===== src/rtl/fsk_iq_modulator_if.sv =====
// AXI4-Stream channel bundle shared by the FSK modulator's bit input and I/Q outputs.
interface fsk_iq_modulator_if #(
   parameter int unsigned DATA_W = 16
);
   logic [DATA_W-1:0]   tdata;
   logic [DATA_W/8-1:0] tkeep;
   logic                tvalid;
   logic                tready;
   logic                tlast;

   modport master (output tdata, tkeep, tvalid, tlast, input tready);
   modport slave  (input tdata, tkeep, tvalid, tlast, output tready);
endinterface


===== src/rtl/fsk_iq_modulator.sv =====
// Continuous-phase FSK modulator: one input bit -> SPS lock-stepped I (sin) / Q (cos) samples.
// Optional macro FSK_PHASE_RESET_EN: phase restarts at 0 for every packet.
module fsk_iq_modulator #(
   parameter int unsigned SPS        = 8,
   parameter int unsigned PHASE_W    = 32,
   parameter int unsigned LUT_AW     = 8,
   parameter logic [31:0] FREQ_INC_0 = 32'h0200_0000,
   parameter logic [31:0] FREQ_INC_1 = 32'h0400_0000,
   parameter int unsigned AMPLITUDE  = 32767
) (
   input  logic               clock,
   input  logic               reset,
   fsk_iq_modulator_if.slave  s_axis_bit,
   fsk_iq_modulator_if.master m_axis_i,
   fsk_iq_modulator_if.master m_axis_q
);
   localparam int unsigned LUT_DEPTH = 1 << LUT_AW;
   localparam int unsigned CNT_W     = (SPS > 1) ? $clog2(SPS) : 1;

   typedef enum logic {S_IDLE, S_SYM} state_t;

   function automatic logic signed [15:0] sine_entry(input int unsigned k);
      real v;
      v = real'(AMPLITUDE) * $sin(6.283185307179586 * real'(k) / real'(LUT_DEPTH));
      if (v >= 0.0) return 16'($rtoi(v + 0.5));
      return -16'($rtoi(0.5 - v));
   endfunction

   logic signed [15:0] w_rom [LUT_DEPTH];
   for (genvar g = 0; g < int'(LUT_DEPTH); g++) begin : g_rom
      localparam logic signed [15:0] ENTRY = sine_entry(g);
      assign w_rom[g] = ENTRY;
   end

   state_t              r_state, w_state_nx;
   logic                r_bit, r_bit_last;
   logic [CNT_W-1:0]    r_cnt;
   logic [PHASE_W-1:0]  r_phase, w_phase_nx, w_inc;
   logic                r_s1_valid, r_s1_last;
   logic signed [15:0]  r_lut_i, r_lut_q;
   logic                r_out_valid, r_out_last;
   logic signed [15:0]  r_out_i, r_out_q;
   logic                w_adv, w_tready, w_issue, w_accept, w_sym_end, w_s0_last;
   logic [LUT_AW-1:0]   w_idx_i, w_idx_q;
   logic                w_unused;

   assign w_adv     = !r_out_valid || (m_axis_i.tready && m_axis_q.tready);
   assign w_sym_end = (r_cnt == CNT_W'(SPS - 1));
   assign w_s0_last = r_bit_last && w_sym_end;
   assign w_accept  = s_axis_bit.tvalid && w_tready;
   assign w_inc     = r_bit ? PHASE_W'(FREQ_INC_1) : PHASE_W'(FREQ_INC_0);
   assign w_idx_i   = r_phase[PHASE_W-1 -: LUT_AW];
   assign w_idx_q   = w_idx_i + LUT_AW'(LUT_DEPTH / 4);
   assign w_unused  = ^{s_axis_bit.tdata[7:1], s_axis_bit.tkeep};

   always_comb begin
      w_state_nx = r_state;
      w_tready   = 1'b0;
      w_issue    = 1'b0;
      unique case (r_state)
         S_IDLE: begin
            w_tready = w_adv;
            if (s_axis_bit.tvalid && w_adv) w_state_nx = S_SYM;
         end
         S_SYM: begin
            w_issue = w_adv;
            if (w_adv && w_sym_end) begin
               w_tready   = 1'b1;
               w_state_nx = s_axis_bit.tvalid ? S_SYM : S_IDLE;
            end
         end
         default: w_state_nx = S_IDLE;
      endcase
      if (reset) w_tready = 1'b0;
   end

   always_comb begin
      w_phase_nx = r_phase + w_inc;
`ifdef FSK_PHASE_RESET_EN
      // Cleared when the tlast sample is issued rather than when it leaves the
      // output register, so a back-to-back next packet still starts at phase 0.
      if (w_s0_last) w_phase_nx = '0;
`endif
   end

   always_ff @(posedge clock) begin
      if (reset) begin
         r_state     <= S_IDLE;
         r_bit       <= 1'b0;
         r_bit_last  <= 1'b0;
         r_cnt       <= '0;
         r_phase     <= '0;
         r_s1_valid  <= 1'b0;
         r_s1_last   <= 1'b0;
         r_lut_i     <= '0;
         r_lut_q     <= '0;
         r_out_valid <= 1'b0;
         r_out_last  <= 1'b0;
         r_out_i     <= '0;
         r_out_q     <= '0;
      end else begin
         r_state <= w_state_nx;
         if (w_accept) begin
            r_bit      <= s_axis_bit.tdata[0];
            r_bit_last <= s_axis_bit.tlast;
            r_cnt      <= '0;
         end else if (w_issue) begin
            r_cnt <= r_cnt + CNT_W'(1);
         end
         if (w_issue) r_phase <= w_phase_nx;
         // ROM stage and output stage advance together; adv = 0 freezes both.
         if (w_adv) begin
            r_s1_valid  <= w_issue;
            r_s1_last   <= w_issue && w_s0_last;
            r_lut_i     <= w_rom[w_idx_i];
            r_lut_q     <= w_rom[w_idx_q];
            r_out_valid <= r_s1_valid;
            r_out_last  <= r_s1_last;
            r_out_i     <= r_lut_i;
            r_out_q     <= r_lut_q;
         end
      end
   end

   assign s_axis_bit.tready = w_tready;
   assign m_axis_i.tdata    = r_out_i;
   assign m_axis_i.tkeep    = '1;
   assign m_axis_i.tvalid   = r_out_valid;
   assign m_axis_i.tlast    = r_out_last;
   assign m_axis_q.tdata    = r_out_q;
   assign m_axis_q.tkeep    = '1;
   assign m_axis_q.tvalid   = r_out_valid;
   assign m_axis_q.tlast    = r_out_last;
endmodule

===== src/flat_wrapper.sv =====
// flat-port wrapper written by rule: the top's interface ports become plain ports
module fsk_iq_modulator_flat 
#(
   parameter int unsigned SPS        = 8,
   parameter int unsigned PHASE_W    = 32,
   parameter int unsigned LUT_AW     = 8,
   parameter logic [31:0] FREQ_INC_0 = 32'h0200_0000,
   parameter logic [31:0] FREQ_INC_1 = 32'h0400_0000,
   parameter int unsigned AMPLITUDE  = 32767
)
  (clock, reset, s_axis_bit_tdata, s_axis_bit_tkeep, s_axis_bit_tvalid, s_axis_bit_tlast, s_axis_bit_tready, m_axis_i_tdata, m_axis_i_tkeep, m_axis_i_tvalid, m_axis_i_tlast, m_axis_i_tready, m_axis_q_tdata, m_axis_q_tkeep, m_axis_q_tvalid, m_axis_q_tlast, m_axis_q_tready);
  fsk_iq_modulator_if s_axis_bit_i ();
  fsk_iq_modulator_if m_axis_i_i ();
  fsk_iq_modulator_if m_axis_q_i ();
  input  logic clock;
  input  logic reset;
  input wire logic [$bits(s_axis_bit_i.tdata)-1:0] s_axis_bit_tdata;
  input wire logic [$bits(s_axis_bit_i.tkeep)-1:0] s_axis_bit_tkeep;
  input wire logic [$bits(s_axis_bit_i.tvalid)-1:0] s_axis_bit_tvalid;
  input wire logic [$bits(s_axis_bit_i.tlast)-1:0] s_axis_bit_tlast;
  output wire logic [$bits(s_axis_bit_i.tready)-1:0] s_axis_bit_tready;
  output wire logic [$bits(m_axis_i_i.tdata)-1:0] m_axis_i_tdata;
  output wire logic [$bits(m_axis_i_i.tkeep)-1:0] m_axis_i_tkeep;
  output wire logic [$bits(m_axis_i_i.tvalid)-1:0] m_axis_i_tvalid;
  output wire logic [$bits(m_axis_i_i.tlast)-1:0] m_axis_i_tlast;
  input wire logic [$bits(m_axis_i_i.tready)-1:0] m_axis_i_tready;
  output wire logic [$bits(m_axis_q_i.tdata)-1:0] m_axis_q_tdata;
  output wire logic [$bits(m_axis_q_i.tkeep)-1:0] m_axis_q_tkeep;
  output wire logic [$bits(m_axis_q_i.tvalid)-1:0] m_axis_q_tvalid;
  output wire logic [$bits(m_axis_q_i.tlast)-1:0] m_axis_q_tlast;
  input wire logic [$bits(m_axis_q_i.tready)-1:0] m_axis_q_tready;
  assign s_axis_bit_i.tdata = s_axis_bit_tdata;
  assign s_axis_bit_i.tkeep = s_axis_bit_tkeep;
  assign s_axis_bit_i.tvalid = s_axis_bit_tvalid;
  assign s_axis_bit_i.tlast = s_axis_bit_tlast;
  assign s_axis_bit_tready = s_axis_bit_i.tready;
  assign m_axis_i_tdata = m_axis_i_i.tdata;
  assign m_axis_i_tkeep = m_axis_i_i.tkeep;
  assign m_axis_i_tvalid = m_axis_i_i.tvalid;
  assign m_axis_i_tlast = m_axis_i_i.tlast;
  assign m_axis_i_i.tready = m_axis_i_tready;
  assign m_axis_q_tdata = m_axis_q_i.tdata;
  assign m_axis_q_tkeep = m_axis_q_i.tkeep;
  assign m_axis_q_tvalid = m_axis_q_i.tvalid;
  assign m_axis_q_tlast = m_axis_q_i.tlast;
  assign m_axis_q_i.tready = m_axis_q_tready;
  fsk_iq_modulator #(.SPS(SPS), .PHASE_W(PHASE_W), .LUT_AW(LUT_AW), .FREQ_INC_0(FREQ_INC_0), .FREQ_INC_1(FREQ_INC_1), .AMPLITUDE(AMPLITUDE)) u_core (.clock(clock), .reset(reset), .s_axis_bit(s_axis_bit_i), .m_axis_i(m_axis_i_i), .m_axis_q(m_axis_q_i));
endmodule

===== config.mk =====
export PLATFORM = sky130hd
export DESIGN_NAME = fsk_iq_modulator_flat
export DESIGN_NICKNAME = d
export VERILOG_FILES = /design/src/rtl/fsk_iq_modulator_if.sv /design/src/rtl/fsk_iq_modulator.sv /design/src/flat_wrapper.sv
export SDC_FILE = /design/constraint.sdc
export NUM_CORES = 1
export LEC_CHECK = 0
export CORE_MARGIN = 3
export CORE_UTILIZATION = 31
export DETAILED_ROUTE_END_ITERATION = 8
export PLACE_DENSITY = 0.5
export SLEW_MARGIN = 5
export SYNTH_ARGS = -nofsm -noshare
export SYNTH_HDL_FRONTEND = slang
export SYNTH_SLANG_ARGS = --single-unit

===== constraint.sdc =====
create_clock -name clock -period 3 [get_ports clock]
set_input_delay 0.6 -clock clock [delete_from_list [all_inputs] [get_ports clock]]
set_output_delay 0.6 -clock clock [all_outputs]
set_load 0.005 [all_outputs]

==> key figures <==
Detailed routing
  • Final WL: 24,700 µm
  • Met3 WL: 1979 µm
  • DR pass1 iterations: 5
  • Wl on met1: 11,070 µm
  • WL per Instance: 21.57 µm
  • DRC Markers: 0
  • DR top layer: met4
  • Detail Route Antenna Nets: 0
  • Routed vias: 6,741
  • Vias per cell: 5.887
  • Met2 WL: 10,630 µm
  • First-iteration detailed-routing DRC count: 809

Placed design
  • Detailed Place HPWL: 17,670 µm
  • Placed cell count: 1,129
  • GP Congestion: 0.9670
  • Pre-CTS setup slack: 0.4682 ns
  • IO Port Bufs: 43

Timing
  • Slew @ Worst Pin: 0.9137 ns
  • RSZ-0062 raised after global routing: false
  • Hold_ws: 0.4485 ns
  • Final setup margin: 0.4405 ns
  • Fin. Hold Viols: 0
  • Final Cycle Share: 0.8532
  • Max-slew headroom: 0.3902
  • Max Slew Vio Count: 0
  • Top achievable clock speed: 390.7 MHz
  • Fin crit period: 2.559 ns
  • Setup TNS: 0 ns
  • Worst Skew: 0.009445 ns
  • # setup viols final: 0

Setup path
  • Required time of the critical path: 3.25 ns
  • Crit path launch type: register
  • WS Path Type: reg -> reg
  • Flop2flop setup slack: 0.44 ns
  • Crit-path max FO: 14
  • CP Data Arrival Time: 2.81 ns
  • Crit. End Element: register

Synth
  • Synth Register Bits: 81
  • Distinct cell type count after synthesis: 80
  • Post-synth EDFFs: 0
  • Register area share after synthesis: 0.2477
  • Syn avg cell area: 7.569 µm²
  • Synthesized instance count: 865
  • Top_reg_cell synth: dfxtp_1
  • Yosys warning count: 0
  • Async set-reset flop share out of synthesis: 0
  • Mapped cell area: 6548 µm²

Clock network
  • Total CTS buffers: 9
  • H-tree depth: 3
  • Latest clock arrival within the worst-skew pair: 0.35 ns
  • CTS Buffer Depth: 2
  • CTS sink cnt: 81
  • CTS clock-pin slew for the worst setup and hold paths: 0.06 ns
  • Hold buffer count at cts: 0
  • Setup Fix Bufs, Post-CTS: 0
  • Root Driver: clkbuf_16
  • CTS tree: built
  • # resized after CTS: 0

Die
  • Die height: 151.3 µm
  • Core box area: 20,490 µm²
  • I/O pin total: 65
  • Initial Util: 0.3195
  • Rows: 52
  • Die width: 151.3 µm
  • Die area: 22,900 µm²

Status
  • Outcome: finished, final reports clean

Final layout
  • Layout Cells excl Fill: 1,145
  • Util after Layout: 0.3695
  • Multi-input gate area: 4360 µm²
  • # diodes: 0
  • Area delta synth->final: 15.65%
  • Share of cells above drive strength 1: 0.1200
  • Storage cell area: 1628 µm²
  • Nets: 920
  • Fillers: 2,216

Global route
  • GR Overflow Total: 0
  • Number of global-route vias before repair: 6,305
  • Largest net degree at the start of global routing: 104
  • Antenna violations before repair: 0
  • Global Route Usage Sum: 0.2160
  • First-pass GRT wire length: 37,850 µm

Power
  • Net Sw Frac: 0.2918
  • P_sw: 921.6 µW
  • PwrDens: 417.1 nW/µm²
  • Clock Power Share: 0.412
  • Part of the power in combinational logic: 0.213
  • Max IR drop VDD: 0.0002565 V
  • Power Internal: 2237 µW
  • Static Leakage: 0.002741 µW
  • Sequential Power Share: 0.375

Min path
  • Hold crit path type: reg -> reg

Run
  • Max-cap violations: 0
==> cells by family (layout without fill, tap and decap cells) <==
logic type / Yosys count / count (layout) / share of synthesized area
buf+inv: 111 / 118 / 0.09019
fa+ha+maj: 28 / 28 / 0.05389
flops: 81 / 81 / 0.2477
other cells: 1 / 4 / 0.0005727
simple gates: 310 / 310 / 0.2228
compound gates: 301 / 301 / 0.3230
xor+xnor: 7 / 7 / 0.009364
mux: 26 / 26 / 0.05255
==> cells in the mapped netlist (5+ instances only) <==
cell type    n  share of area
nand2_1    117          0.067
dfxtp_1     81           0.25
a21oi_1     75          0.057
nor2_1      70          0.040
clkbuf_1    39          0.022
o21ai_0     37          0.028
buf_2       27          0.021
nand2b_1    26          0.025
ha_1        25          0.048
nor2b_1     22          0.021
a211oi_1    19          0.022
a311oi_1    19          0.025
o211ai_1    17          0.019
nand3_1     16          0.012
buf_4       14          0.016
a31oi_1     13          0.012
mux2i_1     13          0.020
a22oi_1     12          0.014
nor3_1      12         0.0092
a221oi_1    11          0.015
or3_1       11          0.011
buf_6       10          0.017
inv_1        9         0.0052
or2_2        9         0.0086
a32oi_1      8          0.011
and2_1       8         0.0076
o221ai_1     8          0.011
mux2_2       7          0.012
o22ai_1      7         0.0067
a2bb2oi_1    6         0.0080
buf_1        6         0.0034
mux4_2       6          0.021
nand4_1      5         0.0048
o21ai_1      5         0.0038
o31ai_1      5         0.0057
o32ai_1      5         0.0067
==> sequential cells by signal, summed over array words and instances, names as in the netlist, 3 cells and up <==
signal,count
u_core.m_axis_i.tdata,16
u_core.m_axis_q.tdata,16
u_core.r_lut_i,16
u_core.r_lut_q,16
u_core.r_phase,7
u_core.r_cnt,3
==> critical path: stages, from the launching register on <==
cell	delay (ns)
dfxtp_1	0.35
buf_4	0.25
ha_1	0.49
buf_4	0.25
or2_2	0.16
o21ai_0	0.08
o21ai_0	0.32
buf_4	0.18
a31oi_1	0.09
a311oi_1	0.29
==> cell type report <==
cell class                 instances  share of cell area
clock buffer                       9             0.02974
clock inverter                     7             0.01669
inverter                          13            0.006444
multi-input combinational        676              0.5758
sequential                        81              0.2150
tap                              270             0.04461
timing repair buffer              89              0.1117
==> path summary, 6_finish.rpt <==
path | startpoint | endpoint | cells past startpoint
worst max-delay path | u_core.r_phase[25] | u_core.r_lut_i[3] | 9
worst min-delay path | u_core.m_axis_q.tdata[4] | u_core.m_axis_q.tdata[4] | 2
worst max register to register | u_core.r_phase[25] | u_core.r_lut_i[3] | 9
worst min register to register | u_core.m_axis_q.tdata[4] | u_core.m_axis_q.tdata[4] | 2
==> metal layers <==
metal | GRT usage | vias up
met5 | 0 | -
li1 | - | 3168
met1 | 0.3075 | 3222
met3 | 0.04279 | 54
met4 | 0.08568 | 0
met2 | 0.3185 | 297
==> per-stage QoR <==
step | cell area (µm²) | total power, µW
global route | 7572 | 3296
CTS | 7572 | 3185
global placement | 7221 | 1872
finish | 7572 | 3159
floorplan | 6559 | 1609
detailed placement | 7221 | 1871
==> cell usage in the layout (no fill, tap or decap), types with 9 or more instances in the layout <==
cell type        instances
nor2_1                  69
a211oi_1                19
or3_1                   11
nor2b_1                 22
dfxtp_1                 78
nand2b_1                26
ha_1                    25
mux2i_1                 13
clkbuf_16                9
a311oi_1                19
o211ai_1                17
nor3_1                  12
or2_2                    9
a221oi_1                11
buf_4                   40
nand3_1                 16
nand2_1                117
clkdlybuf4s50_1         42
o21ai_0                 37
a22oi_1                 12
a21oi_1                 75
inv_1                    9
a31oi_1                 13
==> power by group through the flow <==
stage               combinational [µW]  sequential [µW]  clock [µW]
detailed placement                 663             1210           0
CTS                                666             1180        1330
finish                             673             1180        1300
floorplan                          406             1200           0
global route                       730             1190        1370
global placement                   665             1210           0
Note: power is estimated with default switching activity, not from simulation.
